==> src/rtl/processor.sv <==
// Multi-cycle 16-bit register-transfer processor: R0..R7, accumulator A, result G, shared bus.
// Optional feature macro PROCESSOR_SUB_EN enables opcode 011 = SUB Rx Ry.
module processor (
    input  logic        clk,
    input  logic        resetn,
    input  logic [24:0] func,
    input  logic        new_func,
    output logic [4:0]  cur_state,
    output logic [15:0] bus,
    output logic [15:0] data,
    output logic [19:0] ous
);

    typedef enum logic [4:0] {
        S_WAIT   = 5'd0,
        S_DECODE = 5'd1,
        S_LOAD   = 5'd2,
        S_MOV    = 5'd3,
        S_ALU_A  = 5'd4,
        S_ALU_G  = 5'd5,
        S_ALU_WB = 5'd6
    } state_e;

    state_e      state_q, state_d;
    logic [15:0] r_q [8];
    logic [15:0] a_q;
    logic [15:0] g_q;
    logic [24:0] ir_q;
    logic        done_q;
    logic [2:0]  rx, ry;
    logic [15:0] alu_res;

    assign rx = ir_q[21:19];
    assign ry = ir_q[18:16];

    always_comb begin
        bus = '0;
        case (state_q)
            S_LOAD:   bus = ir_q[15:0];
            S_MOV:    bus = r_q[ry];
            S_ALU_A:  bus = r_q[rx];
            S_ALU_G:  bus = r_q[ry];
            S_ALU_WB: bus = g_q;
            default:  bus = '0;
        endcase
    end

`ifdef PROCESSOR_SUB_EN
    // Only opcodes 010 and 011 reach the ALU states, so bit 22 selects SUB.
    assign alu_res = ir_q[22] ? (a_q - bus) : (a_q + bus);
`else
    assign alu_res = a_q + bus;
`endif

    // DECODE dispatches on func, i.e. the same word IR latches on this edge.
    always_comb begin
        state_d = state_q;
        case (state_q)
            S_WAIT:   state_d = new_func ? S_DECODE : S_WAIT;
            S_DECODE: begin
                case (func[24:22])
                    3'b000:  state_d = S_LOAD;
                    3'b001:  state_d = S_MOV;
                    3'b010:  state_d = S_ALU_A;
`ifdef PROCESSOR_SUB_EN
                    3'b011:  state_d = S_ALU_A;
`endif
                    default: state_d = S_WAIT;
                endcase
            end
            S_ALU_A:  state_d = S_ALU_G;
            S_ALU_G:  state_d = S_ALU_WB;
            default:  state_d = S_WAIT;
        endcase
    end

    always_ff @(posedge clk or negedge resetn) begin
        if (!resetn) begin
            state_q <= S_WAIT;
            done_q  <= 1'b0;
            ir_q    <= '0;
            a_q     <= '0;
            g_q     <= '0;
            for (int unsigned i = 0; i < 8; i++) r_q[i] <= '0;
        end else begin
            state_q <= state_d;
            done_q  <= (state_d == S_LOAD) || (state_d == S_MOV) || (state_d == S_ALU_WB);
            if (state_q == S_WAIT || state_q == S_DECODE) ir_q <= func;
            case (state_q)
                S_LOAD, S_MOV, S_ALU_WB: r_q[rx] <= bus;
                S_ALU_A:                 a_q     <= bus;
                S_ALU_G:                 g_q     <= alu_res;
                default: ;
            endcase
        end
    end

    assign cur_state = state_q;
    assign data      = ir_q[15:0];
    assign ous       = {done_q, ir_q[24:22], r_q[0]};

endmodule

==> config.mk <==
export PLATFORM = sky130hd
export DESIGN_NAME = processor
export DESIGN_NICKNAME = d
export VERILOG_FILES = /design/src/rtl/processor.sv
export SDC_FILE = /design/constraint.sdc
export NUM_CORES = 1
export LEC_CHECK = 0
export BUFFER_PORTS_ARGS = -buffer_cell sky130_fd_sc_hd__buf_2
export CAP_MARGIN = 20
export CORE_ASPECT_RATIO = 0.8
export CORE_MARGIN = 2
export CORE_UTILIZATION = 29
export DETAILED_ROUTE_END_ITERATION = 10
export GPL_TIMING_DRIVEN = 0
export HOLD_SLACK_MARGIN = 0.1
export PLACE_DENSITY = 0.56
export SYNTH_ARGS = -nofsm -noshare
export SYNTH_HDL_FRONTEND = slang
export SYNTH_SLANG_ARGS = --single-unit
==> constraint.sdc <==
create_clock -name clk -period 3.78 [get_ports clk]
set_input_delay 0.378 -clock clk [delete_from_list [all_inputs] [get_ports clk]]
set_output_delay 0.378 -clock clk [all_outputs]
set_load 0.03 [all_outputs]
# == Word-level counts from Yosys, hierarchy flattened ==
# Cells that the tools add are included.
# op_classes
addsub,1
n_lt_le_gt_ge,3
n_eq_ne,11
mux,13
bitwise_logic,2
n_reduce_logical,8
# op_table
operator,count
128-bit bitwise mux,1
16-bit binary-select mux with 3-bit select,2
16-bit 2-to-1 mux,5
16-bit one-hot mux with 4 select lines,1
16-bit demux with 3-bit select,1
5-bit by 2-bit == test with 1-bit output (second input constant),4
5-bit by 3-bit == test with 1-bit output (second input constant),4
16-bit adder,1
3-bit one-hot mux with 4 select lines,1
3-bit one-hot mux with 3 select lines,1
4-bit greater-or-equal comparator (second input constant),2
3-bit NOT with 4-bit output,2
5-bit by 1-bit == test with 1-bit output (second input constant),1
5-bit logical NOT,1
4-bit by 1-bit < comparator with 1-bit output (second input constant),1
3-bit by 1-bit == test with 1-bit output (second input constant),1
3-bit by 2-bit == test with 1-bit output (second input constant),1
3-bit logical NOT,1
1-bit logical OR,3
3-bit OR reduction,1
2-bit OR reduction,1
1-bit logical AND,1
1-bit 2-to-1 mux,1
# totals
register_bits,191
inputBits,28
output_inout_bits,57
word_cells,51

# == Depth between registers and ports, before layout ==
# Gate-level depths: netlist of run 1.
# logic_depth
depth_word,6
depth_mapped,19
mapped_depth_nobuf,15

# == Least setup slack after synthesis of run 1 ==
# Ideal clock, no wire load.
# synth_path
path_kind,register to register
from,reg state_q[0] (netlist: cur_state[0])
to,reg g_q[12]
setup_ps,87
arrival_ps,3875
t_required_ps,3693
slack_ps,-181
path_stages_with_launch,16
n_path_buf,3
synth_period_minus_slack_ps,3961
path_cell_list,dfrtp_1 clkbuf_1 clkbuf_1 clkbuf_1 o21ai_0 o21ai_1 ha_1 inv_1 fa_1 nor2b_1 o21ai_0 a21oi_1 o21ai_0 a21oi_1 nand4_1 o211ai_1
# synth_between
elab_chain_len,4
word_cells_on_any_way,8
cone_classes,1 x add/sub; 5 x eq/ne; 1 x mux; 1 x reduce/logical
# synth_lines
item,line_no,source
start: declaration,24,"state_e state_q, state_d;"
start signal: assignment,86,state_q <= state_d;
5-bit by 3-bit == test with 1-bit output / 5-bit by 2-bit == test with 1-bit output (equally long branches),38,case (state_q)
2-bit OR reduction (no source line),n/a,
16-bit one-hot mux with 4 select lines (*),38,
named net bus[0],9,"output logic [15:0] bus,"
16-bit adder (*),52,assign alu_res = a_q + bus;
end signal: assignment,92,S_ALU_G: g_q <= alu_res;
end: declaration,27,logic [15:0] g_q;
# The timed path passes the listed nets; every way through them passes the cells marked *.
# A chain may end at the register's enable or synchronous reset.

# == Worst setup path in the final report of run 1 ==
# layout_path
from,reg ir_q[21]
to,reg g_q[13]
# layout_between
elab_chain_len,6
# layout_lines
item,line_no,source
start: declaration,28,logic [24:0] ir_q;
start signal: assignment,88,if (state_q == S_WAIT || state_q == S_DECODE) ir_q <= func;
3-bit NOT with 4-bit output (not written as such),41,S_ALU_A: bus = r_q[rx];
16-bit binary-select mux with 3-bit select,41,
16-bit 2-to-1 mux (not written as such) (2 in a row),41,
16-bit one-hot mux with 4 select lines,38,
16-bit adder,52,
# No other way between the ends. The select of a mux whose other input is x is not followed.

==> results of run 1 <==
-- repair_timing --
action | CTS | global route
endpoints found under the hold margin | 88 | 0
setup endpoints to repair | 14 | 8
hold buffers | 1 | 0
pin swaps | 6 | 6
setup buffers | 7 | 4
resized for setup | 37 | 49
-- critical path, delay by kind of cell (launching register included) --
| family | cells | cell delay [ns] |
|---|---|---|
| AO/OA/AOI/OAI | 6 | 1.54 |
| buffers and inverters | 3 | 0.50 |
| adder cells (fa/ha/maj) | 1 | 0.46 |
| AND/OR/NAND/NOR | 2 | 0.45 |
| flip-flops | 1 | 0.34 |
| XOR/XNOR | 1 | 0.16 |
| multiplexers | 1 | 0.06 |
-- placed cells by master, fill, tap and decap left out, types with 4 or more instances in the layout --
| master | netlist | final |
|---|---|---|
| inv_6 | 0 | 5 |
| a22oi_1 | 5 | 5 |
| buf_4 | 45 | 55 |
| a31oi_1 | 8 | 8 |
| buf_6 | 5 | 11 |
| clkbuf_2 | 0 | 11 |
| a22o_1 | 5 | 4 |
| mux2i_2 | 0 | 8 |
| a21o_1 | 4 | 4 |
| o21ai_0 | 41 | 37 |
| nand4_1 | 5 | 5 |
| nand3_1 | 7 | 6 |
| xor2_1 | 6 | 6 |
| a21oi_2 | 0 | 5 |
| o21ai_1 | 3 | 4 |
| nand2_1 | 86 | 85 |
| ha_1 | 15 | 11 |
| clkbuf_1 | 27 | 17 |
| dfrtp_1 | 189 | 188 |
| nor2b_1 | 11 | 7 |
| a211oi_1 | 4 | 4 |
| xnor2_1 | 5 | 5 |
| nor2_1 | 32 | 30 |
| o21ai_2 | 2 | 5 |
| nor2b_2 | 0 | 4 |
| a221oi_1 | 4 | 4 |
| nand2b_1 | 12 | 12 |
| mux4_2 | 45 | 45 |
| o22ai_1 | 17 | 17 |
| a32o_2 | 0 | 4 |
| inv_1 | 10 | 10 |
| a21oi_1 | 25 | 19 |
| clkbuf_16 | 0 | 17 |
| mux2_2 | 142 | 142 |
| ha_2 | 0 | 4 |
| mux2i_1 | 50 | 41 |
| buf_2 | 13 | 91 |
-- synth_stat cells, types with 3 or more instances --
library cell | count | area [um^2]
buf_2 | 13 | 65.06
mux4_2 | 45 | 1013
o2bb2ai_1 | 3 | 26.28
o31ai_1 | 3 | 22.52
buf_6 | 5 | 56.30
and2_1 | 3 | 18.77
buf_1 | 3 | 11.26
a22oi_1 | 5 | 37.54
ha_1 | 15 | 187.7
a21oi_1 | 25 | 125.1
o21ai_1 | 3 | 15.01
nor3_1 | 3 | 15.01
nand2b_1 | 12 | 75.07
xor2_1 | 6 | 52.55
dfrtp_1 | 189 | 4730
mux2i_1 | 50 | 500.5
inv_1 | 10 | 37.54
a211oi_1 | 4 | 30.03
nor2_1 | 32 | 120.1
nand4_1 | 5 | 31.28
clkbuf_1 | 27 | 101.4
a31oi_1 | 8 | 50.05
mux2_2 | 142 | 1599
xnor2_1 | 5 | 43.79
a32o_1 | 7 | 70.07
nand3_1 | 7 | 35.03
a221oi_1 | 4 | 35.03
nand2_1 | 86 | 322.8
a21o_1 | 4 | 30.03
o22ai_1 | 17 | 106.4
o211ai_1 | 3 | 22.52
o21ai_0 | 41 | 205.2
nor2b_1 | 11 | 68.82
a22o_1 | 5 | 43.79
nand3b_1 | 3 | 22.52
buf_4 | 45 | 337.8
-- cell type report --
type / count / area share (%)
Clock buffer: 21 / 3.657
Sequential cell: 189 / 37.57
Multi-Input combinational cell: 591 / 42.91
Timing Repair Buffer: 99 / 4.591
Inverter: 11 / 0.3279
Buffer: 91 / 5.147
Clock inverter: 11 / 1.033
Tap cell: 480 / 4.769
-- final timing paths --
kind | start | endpoint | slack [ns] | cells after the start
worst min-delay path | func[19] | ir_q[19]$_DFFE_PN0P_ | 0.14 | 3
worst max register to register | ir_q[21]$_DFFE_PN0P_ | g_q[13]$_DFFE_PN0N_ | 0.11 | 14
worst max-delay path | ir_q[21]$_DFFE_PN0P_ | g_q[13]$_DFFE_PN0N_ | 0.11 | 14
max in group asynchronous | resetn | ir_q[18]$_DFFE_PN0P_ | 2.22 | 3
min in group asynchronous | resetn | r_q[7]$_DFFE_PN0P_ | 0.54 | 2
worst min register to register | g_q[15]$_DFFE_PN0N_ | g_q[15]$_DFFE_PN0N_ | 0.48 | 2
-- through the flow --
stage / hold WS [ns] / TNS [ns] / worst slack (ns)
finish: 0.1368 / 0 / 0.1054
global route: 0.1251 / -0.01010 / -0.008430
CTS: 0.1218 / 0 / 0.01133
detailed placement: 0.4502 / -7.930 / -0.9666
global placement: 0.4614 / -190.13 / -0.9879
floorplan: 0.08241 / 0 / 0.08309
-- flip-flops by register name (all words and copies together), names as in the netlist --
name and count:
ous 16, done_q 1, cur_state 3, r_q 112, g_q 16, a_q 16
ir_q 25
-- kinds of logic after synthesis --
| logic type | share of synthesized area, % |
|---|---|
| other | 0.03537 |
| and+or+nand+nor | 7.140 |
| muxes | 29.36 |
| adders and majority gates | 1.959 |
| buffers and inverters | 5.925 |
| AOI/OAI and AO/OA | 10.06 |
| xor gates and xnor gates | 0.9087 |
| DFF | 44.61 |
-- power by group --
group | internal [mW] | total (mW) | switching [mW] | leakage, nW
Combinational | 2.55 | 5.96 | 3.41 | 3.01
Clock | 1.02 | 1.86 | 0.836 | 0.289
Sequential | 2.79 | 3.41 | 0.617 | 2.52
-- metal layers --
layer / global-route usage [%] / share of wire, % / routed length [um] / vias to the layer above
met5: 0 / 0 / 0 / -
met4: 5.414 / 2.0 / 627 / 0
met3: 4.456 / 6.8 / 2156 / 36
met2: 24.51 / 44 / 13870 / 296
met1: 24.81 / 47 / 15030 / 4106
li1: - / - / - / 3481
==> flow_metrics.py, run 1 <==
metrics = {
    "critical_path": {
        "crit_path_max_fanout": 10,
        "crit_path_end_kind": "flip-flop",
        "cp_common_cell": "buf_6",
        "arrival_ns": 3.99,
        "worstPathRequired_ns": 4.09,
        "path_cells": "buf_6, buf_6, nor2_1, a221o_1, a222oi_1, buf_4, mux2i_1, a22o_2, ha_1, and4_1, a21oi_4, o41ai_2, xnor2_1, o21ai_0",
        "critPathMaxStageDelay_ns": 0.46,
        "start_kind": "flip-flop",
        "worstSetupPathType": "reg -> reg",
        "critPathSlowestCell": "ha_1",
    },
    "logic_synthesis": {
        "seq_area_frac_synth_pct": 44.61,
        "ys_async_sr_fraction_pct": 100.0,
        "ys_types": 64,
        "yosys_warnings": 0,
        "synth_cells": 884,
        "synth_ff_type": "dfrtp_1",
        "syn-cell-area_mm2": 0.01060,
        "syn_avg_cell_area_um2": 11.99,
        "ys_ff_latch": 189,
        "synth_edf_count": 0,
    },
    "layout": {
        "syn_to_final_growth_pct": 18.78,
        "antenna_cells": 0,
        "instances_no_fill": 1493,
        "seq_area_mm2": 0.004731,
        "final_util_pct": 34.98,
        "fillers": 3597,
        "layout-drive-gt1-share_pct": 43.53,
        "multi_input_area_mm2": 0.005403,
        "nets": 1044,
        "finalInstanceArea_mm2": 0.01259,
    },
    "timing": {
        "worst_slew_pin_slew_ns": 1.049,
        "fin_crit_ns": 3.675,
        "setup_viol": 0,
        "skew_ns": 0.01527,
        "fmax_mhz": 272.1,
        "fin_crit_sh_pct": 97.21,
        "finalHoldViolations": 0,
        "relSlewSlack_pct": 29.83,
        "report.final.slew_viol_count": 0,
    },
    "place": {
        "io_buffers": 82,
        "dp.cells": 1451,
        "place_hpwl_um": 23410,
        "dpl-instance-area_mm2": 0.01169,
        "gp_congestion": 0.8921,
    },
    "floorplanning": {
        "fp.dieW_um": 217.8,
        "rows": 62,
        "initial_utilization_pct": 29.45,
        "io-pin-count": 85,
        "dieHeight_um": 175.0,
        "core_area_mm2": 0.03599,
        "dieArea_mm2": 0.03811,
    },
    "power": {
        "power_mw": 11.23,
        "p_per_area_mw_per_mm2": 891.5,
        "p_leak_nw": 5.817,
        "irDropWorstVdd_mv": 0.4494,
    },
    "drt": {
        "wl_um": 31690,
        "drt_iter0_markers": 670,
        "antenna_left": 0,
        "drt_first_pass_iters": 5,
        "viasPerCell": 5.304,
        "drc_errors": 0,
        "wl_per_cell_um": 21.22,
        "vias": 7919,
    },
    "hold_path": {
        "worstHoldPathType": "in -> reg",
    },
    "clock_tree": {
        "cts_tree": "built",
        "clkLatencyLatePin_ns": 0.46,
        "numClockSinks": 189,
        "clkSlewWorstSetupHoldPaths_ns": 0.07,
        "clock_path_buffers": 2,
        "numCtsBuffers": 17,
        "htreeDepth": 4,
        "ctsRootBufferMaster": "clkbuf_16",
    },
    "run_status": {
        "status": "finished, final reports clean",
    },
    "global_route": {
        "grt_pass1_wl_um": 48120,
        "grt_max_degree": 102,
        "overflow": 0,
        "antenna_found_initial": 0,
        "grt_pass1_vias": 7665,
        "grt_usage_pct": 17.03,
    },
    "job": {
        "maxCapViolCount": 0,
    },
}
Note: power is estimated with default switching activity, not from simulation.
==> run 2: changes to the inputs <==
--- a/config.mk
+++ b/config.mk
@@ -5,7 +5,7 @@
 export SDC_FILE = /design/constraint.sdc
 export NUM_CORES = 1
 export LEC_CHECK = 0
-export BUFFER_PORTS_ARGS = -buffer_cell sky130_fd_sc_hd__buf_2
+export BUFFER_PORTS_ARGS = -buffer_cell sky130_fd_sc_hd__buf_4
 export CAP_MARGIN = 20
 export CORE_ASPECT_RATIO = 0.8
 export CORE_MARGIN = 2
==> flow_metrics.py, run 2 (same netlist as run 1, synthesis figures left out) <==
metrics = {
    "critical_path": {
        "start_kind": "flip-flop",
        "path_cells": "buf_2, buf_2, mux4_2, mux2i_4, nand2_1, nand2_1, a2bb2oi_4, inv_1, ha_1, a21o_1, nand4_1, nand3_2, a21oi_4, o31a_1, xnor2_1, o21ai_1",
        "critPathMaxStageDelay_ns": 0.39,
        "cpLargestDelayFamily": "compound AO/OA/AOI/OAI gates",
        "worstSetupPathType": "reg -> reg",
        "path_buf_inv": 3,
        "r2r_slack_ns": 0.14,
        "arrival_ns": 3.95,
        "critPathSlowestCell": "mux4_2",
        "crit_path_end_kind": "flip-flop",
        "worstPathRequired_ns": 4.10,
        "crit_path_max_fanout": 10,
    },
    "place": {
        "place_hpwl_um": 23350,
        "dp.cells": 1451,
        "place_ws_ns": -0.9007,
        "gp_congestion": 0.9023,
        "io_buffers": 82,
        "dpl-instance-area_mm2": 0.01189,
    },
    "timing": {
        "tns_ns": 0,
        "finalHoldViolations": 0,
        "fin_crit_ns": 3.637,
        "relSlewSlack_pct": 23.49,
        "skew_ns": 0.01233,
        "fmax_mhz": 274.9,
        "fin_ws_ns": 0.1427,
        "worst_slew_pin_slew_ns": 1.143,
        "setup_viol": 0,
        "fin_crit_sh_pct": 96.23,
        "grt_setup_unrepaired": "yes",
        "report.final.slew_viol_count": 0,
        "whs_ns": 0.1497,
    },
    "clock_tree": {
        "clkLatencyLatePin_ns": 0.45,
        "clkSlewWorstSetupHoldPaths_ns": 0.07,
        "numClockSinks": 189,
        "clock_path_buffers": 2,
        "ctsRootBufferMaster": "clkbuf_16",
        "cts_tree": "built",
        "numCtsBuffers": 17,
        "htreeDepth": 4,
    },
    "power": {
        "p_sw_share_pct": 43.00,
        "power.internal_mw": 6.444,
        "power_mw": 11.31,
        "pwr-share-seq_pct": 30.1,
        "p_per_area_mw_per_mm2": 886.6,
        "power_switching_mw": 4.862,
        "p_clk_share_pct": 15.8,
        "irDropWorstVdd_mv": 0.4808,
        "combPwrFrac_pct": 54.1,
        "p_leak_nw": 5.826,
    },
    "floorplanning": {
        "fp.dieW_um": 217.8,
        "rows": 62,
        "dieHeight_um": 175.0,
        "dieArea_mm2": 0.03811,
        "io-pin-count": 85,
        "initial_utilization_pct": 29.45,
        "core_area_mm2": 0.03599,
    },
    "layout": {
        "top_register": "r_q",
        "nets": 1038,
        "finalInstanceArea_mm2": 0.01275,
        "largestRegisters": "r_q x112, ir_q x25",
        "layout_commonest_cell": "dfrtp_1",
        "antenna_cells": 0,
        "syn_to_final_growth_pct": 20.29,
        "instances_no_fill": 1486,
        "final_cell_mix": "dfrtp_1 (188), mux2_2 (142), buf_4 (129)",
        "largest_reg_flops": 112,
        "layout-drive-gt1-share_pct": 43.24,
        "final_util_pct": 35.43,
    },
    "job": {
        "maxCapViolCount": 0,
    },
    "drt": {
        "drt_iter0_markers": 714,
        "wl_per_cell_um": 21.36,
        "antenna_left": 0,
        "vias": 7797,
        "drc_errors": 0,
        "wl_um": 31740,
        "viasPerCell": 5.247,
        "drt_first_pass_iters": 5,
    },
    "global_route": {
        "overflow": 0,
        "grt_pass1_wl_um": 48250,
        "grt_pass1_vias": 7594,
        "grt_max_degree": 105,
        "antenna_found_initial": 0,
        "grt_usage_pct": 16.99,
    },
    "run_status": {
        "status": "finished, final reports clean",
    },
    "hold_path": {
        "worstHoldPathType": "in -> reg",
    },
}
## run 2: worst min-delay path, cell delays in order
cell     delay, ns
buf_4         0.08
nand2_1       0.04
o21ai_0       0.06
## run 2: power by group through the flow
stage,clock network [mW],registers (mW),logic (mW)
after floorplan,0,3.20,4.14
after global placement,0,3.37,5.74
after detailed placement,0,3.39,5.82
after CTS,1.83,3.39,5.96
after global routing,1.93,3.50,6.51
final,1.79,3.41,6.11
## run 2: cell type report
cell class              count  area, um^2
repair buffers             93       735.7
clock buffers              23       488.0
well taps                 480       600.6
inverters                  11       41.29
fillers                  3620       23240
plain buffers              91       658.1
clock inverters             8       83.83
multi-input cells         591        5414
flip-flops and latches    189        4731
## run 2: timing repair
action / CTS / global route
hold buffers: 1 / 0
setup buffers: 6 / 0
setup endpoints to repair: 14 / 8
pin swaps: 6 / 4
endpoints found under the hold margin: 85 / 0
gates resized for setup: 39 / 53
## run 2: path summary, 6_finish.rpt
kind | start | end | depth (start not counted)
hold reg to reg | g_q[15]$_DFFE_PN0N_ | g_q[15]$_DFFE_PN0N_ | 2
setup / recovery | ir_q[17]$_DFFE_PN0P_ | g_q[15]$_DFFE_PN0N_ | 16
hold / removal | func[19] | ir_q[19]$_DFFE_PN0P_ | 3
setup reg to reg | ir_q[17]$_DFFE_PN0P_ | g_q[15]$_DFFE_PN0N_ | 16
max in group asynchronous | resetn | ir_q[18]$_DFFE_PN0P_ | 3
min in group asynchronous | resetn | r_q[55]$_DFFE_PN0P_ | 2
## run 2: layer usage
metal	wire length [um]	GRT usage, %	vias to the layer above
li1	-	-	3465
met1	15530	25.19	4025
met2	13840	24.36	286
met3	2029	4.491	21
met4	341	4.337	0
met5	0	0	-
==> run 3: changes to the inputs <==
--- a/config.mk
+++ b/config.mk
@@ -5,6 +5,7 @@
 export SDC_FILE = /design/constraint.sdc
 export NUM_CORES = 1
 export LEC_CHECK = 0
+export ABC_AREA = 1
 export BUFFER_PORTS_ARGS = -buffer_cell sky130_fd_sc_hd__buf_4
 export CAP_MARGIN = 20
 export CORE_ASPECT_RATIO = 0.8
==> flow_metrics.py, run 3 <==
metrics = {
    "run_status": {
        "status": "finished, final reports clean",
    },
    "logic_synthesis": {
        "synth_common_cells": "nand2_1 (445), dfrtp_1 (189), inv_1 (130)",
        "synth_top_area_share_pct": 44.61,
        "synth_ff_type": "dfrtp_1",
        "syn-cell-area_mm2": 0.01060,
        "synth_edf_count": 0,
        "ys_ff_latch": 189,
        "synth_area_leaders": "dfrtp_1 (45%), nand2_1 (16%), o21ai_0 (5.9%), inv_1 (4.6%), a21oi_1 (3.9%)",
        "syn_avg_cell_area_um2": 7.761,
        "ys_types": 45,
        "synth_cells": 1366,
        "yosys_warnings": 0,
        "synth_most_common_cell": "nand2_1",
        "seq_area_frac_synth_pct": 44.61,
        "ys_async_sr_fraction_pct": 100.0,
        "yosys.area.top_type": "dfrtp_1",
    },
    "drt": {
        "viasPerCell": 5.185,
        "wl_per_cell_um": 20.72,
        "antenna_left": 0,
        "drc_errors": 0,
        "vias": 10209,
        "drt_iter0_markers": 1166,
        "wl_um": 40790,
        "drt_first_pass_iters": 5,
    },
    "timing": {
        "fmax_mhz": 279.1,
        "tns_ns": 0,
        "fin_crit_ns": 3.583,
        "setup_viol": 0,
        "worst_slew_pin_slew_ns": 0.7990,
        "skew_ns": 0.01271,
        "relSlewSlack_pct": 46.73,
        "fin_crit_sh_pct": 94.78,
        "report.final.slew_viol_count": 0,
        "finalHoldViolations": 0,
        "whs_ns": 0.1200,
    },
    "hold_path": {
        "worstHoldPathType": "in -> reg",
    },
    "place": {
        "gp_congestion": 0.9571,
        "place_hpwl_um": 29990,
        "io_buffers": 82,
    },
    "clock_tree": {
        "clock_path_buffers": 2,
        "numClockSinks": 189,
        "htreeDepth": 4,
        "clkLatencyLatePin_ns": 0.47,
        "cts_tree": "built",
        "clkSlewWorstSetupHoldPaths_ns": 0.08,
        "ctsRootBufferMaster": "clkbuf_16",
        "numCtsBuffers": 17,
    },
    "critical_path": {
        "worstPathRequired_ns": 4.14,
        "cp_common_cell": "nand2_1",
        "crit_path_max_fanout": 11,
        "worstSetupPathType": "reg -> reg",
        "critPathMaxStageDelay_ns": 0.53,
        "path_cells": "inv_2, buf_4, buf_2, o21ai_0, nand3_1, nand3_1, nand4_4, inv_1, fa_1, o21ai_4, a21boi_2, o21ai_2, nand2_1, nand2_1, nand2_1, nand3_1, nand2_1",
        "arrival_ns": 3.94,
        "start_kind": "flip-flop",
        "cpLargestDelayFamily": "simple AND/OR/NAND/NOR gates",
        "critPathSlowestCell": "fa_1",
        "crit_path_end_kind": "flip-flop",
        "path_buf_inv": 4,
    },
    "global_route": {
        "grt_max_degree": 101,
        "grt_usage_pct": 21.91,
        "antenna_found_initial": 0,
        "grt_pass1_wl_um": 61930,
        "grt_pass1_vias": 9880,
        "overflow": 0,
    },
    "floorplanning": {
        "dieArea_mm2": 0.03811,
        "dieHeight_um": 175.0,
        "initial_utilization_pct": 29.45,
        "io-pin-count": 85,
        "rows": 62,
        "fp.dieW_um": 217.8,
        "core_area_mm2": 0.03599,
    },
    "layout": {
        "antenna_cells": 0,
        "layout-drive-gt1-share_pct": 18.07,
        "top_register": "r_q",
        "final_util_pct": 34.98,
        "largest_reg_flops": 112,
        "layout_commonest_cell": "nand2_1",
        "syn_to_final_growth_pct": 18.75,
        "final_cell_mix": "nand2_1 (445), dfrtp_1 (188), buf_4 (131)",
        "largestRegisters": "r_q x112, ir_q x25",
        "nets": 1520,
    },
    "job": {
        "maxCapViolCount": 0,
    },
    "power": {
        "p_leak_nw": 6.115,
        "p_per_area_mw_per_mm2": 863.9,
        "irDropWorstVdd_mv": 0.3877,
    },
}
-- run 3: what timing repair did --
action,CTS,global route
endpoints found under the hold margin,90,0
pin swaps,0,2
setup buffers,0,4
resized for setup,14,17
endpoints found under the setup margin,3,7
hold buffers,3,0
-- run 3: worst paths after layout --
kind	from	endpoint	slack [ns]	cells after the start
worst max-delay path	ir_q[16]$_DFFE_PN0P_	g_q[10]$_DFFE_PN0N_	0.20	17
worst min-delay path	func[19]	ir_q[19]$_DFFE_PN0P_	0.12	3
worst max register to register	ir_q[16]$_DFFE_PN0P_	g_q[10]$_DFFE_PN0N_	0.20	17
worst min register to register	r_q[86]$_DFFE_PN0P_	r_q[86]$_DFFE_PN0P_	0.48	2
max in group asynchronous	resetn	ous[13]$_DFFE_PN0P_	2.27	3
min in group asynchronous	resetn	ir_q[0]$_DFFE_PN0P_	0.52	2
-- run 3: worst reg2reg max path: cells and delay by family (launching register included) --
family,cells,cell delay [ns]
AND/OR/NAND/NOR,8,0.92
AO/OA/AOI/OAI,4,0.75
adder cells (fa/ha/maj),1,0.53
buffers and inverters,4,0.81
flip-flops,1,0.46
-- run 3: kinds of logic (layout without fill, tap and decap cells) --
family                   count (synthesis)  count (layout)  synth area share (%)
flip-flops                             189             189                 44.61
AO/OA/AOI/OAI                          288             288                 14.97
AND/OR/NAND/NOR                        607             607                 25.40
multiplexers                            17              17                 1.806
XOR/XNOR                                 8               8                0.6609
adder cells (fa/ha/maj)                 16              16                 1.959
buffers and inverters                  240             362                 10.56
other                                    1               2               0.03537
-- run 3: final cells by class --
| class | instances | area (um^2) |
|---|---|---|
| fillers | 3864 | 23400 |
| multi-input cells | 938 | 4831 |
| plain buffers | 94 | 581.8 |
| repair buffers | 90 | 710.7 |
| clock inverters | 11 | 110.1 |
| inverters | 146 | 564.3 |
| flip-flops and latches | 189 | 4731 |
| clock buffers | 21 | 460.4 |
| well taps | 480 | 600.6 |
-- run 3: per-stage QoR --
step	instance area (um^2)	cells	power, mW	worst slack (ns)
finish	12590	1969	10.88	0.1974
global route	12590	1969	11.50	-0.002832
CTS	12490	1965	10.74	0.01985
detailed placement	11860	1930	8.861	-0.2787
global placement	11820	1929	8.819	-0.3579
floorplan	10610	1367	6.722	0.5987
-- run 3: routing by layer --
layer | share of wire [%] | vias up | GRT usage, % | wire (um)
met5 | 0 | - | 0 | 0
met4 | 2.9 | 0 | 7.256 | 1166
met3 | 7.4 | 83 | 4.369 | 3018
met2 | 43 | 446 | 32.23 | 17700
met1 | 46 | 5019 | 31.96 | 18900
li1 | - | 4661 | - | -
-- run 3: where the power goes --
part / leakage (nW) / switching [mW] / internal, mW
registers: 2.55 / 0.544 / 2.73
logic: 3.29 / 3.92 / 1.86
clock network: 0.270 / 0.868 / 0.950
total: 6.11 / 5.33 / 5.54
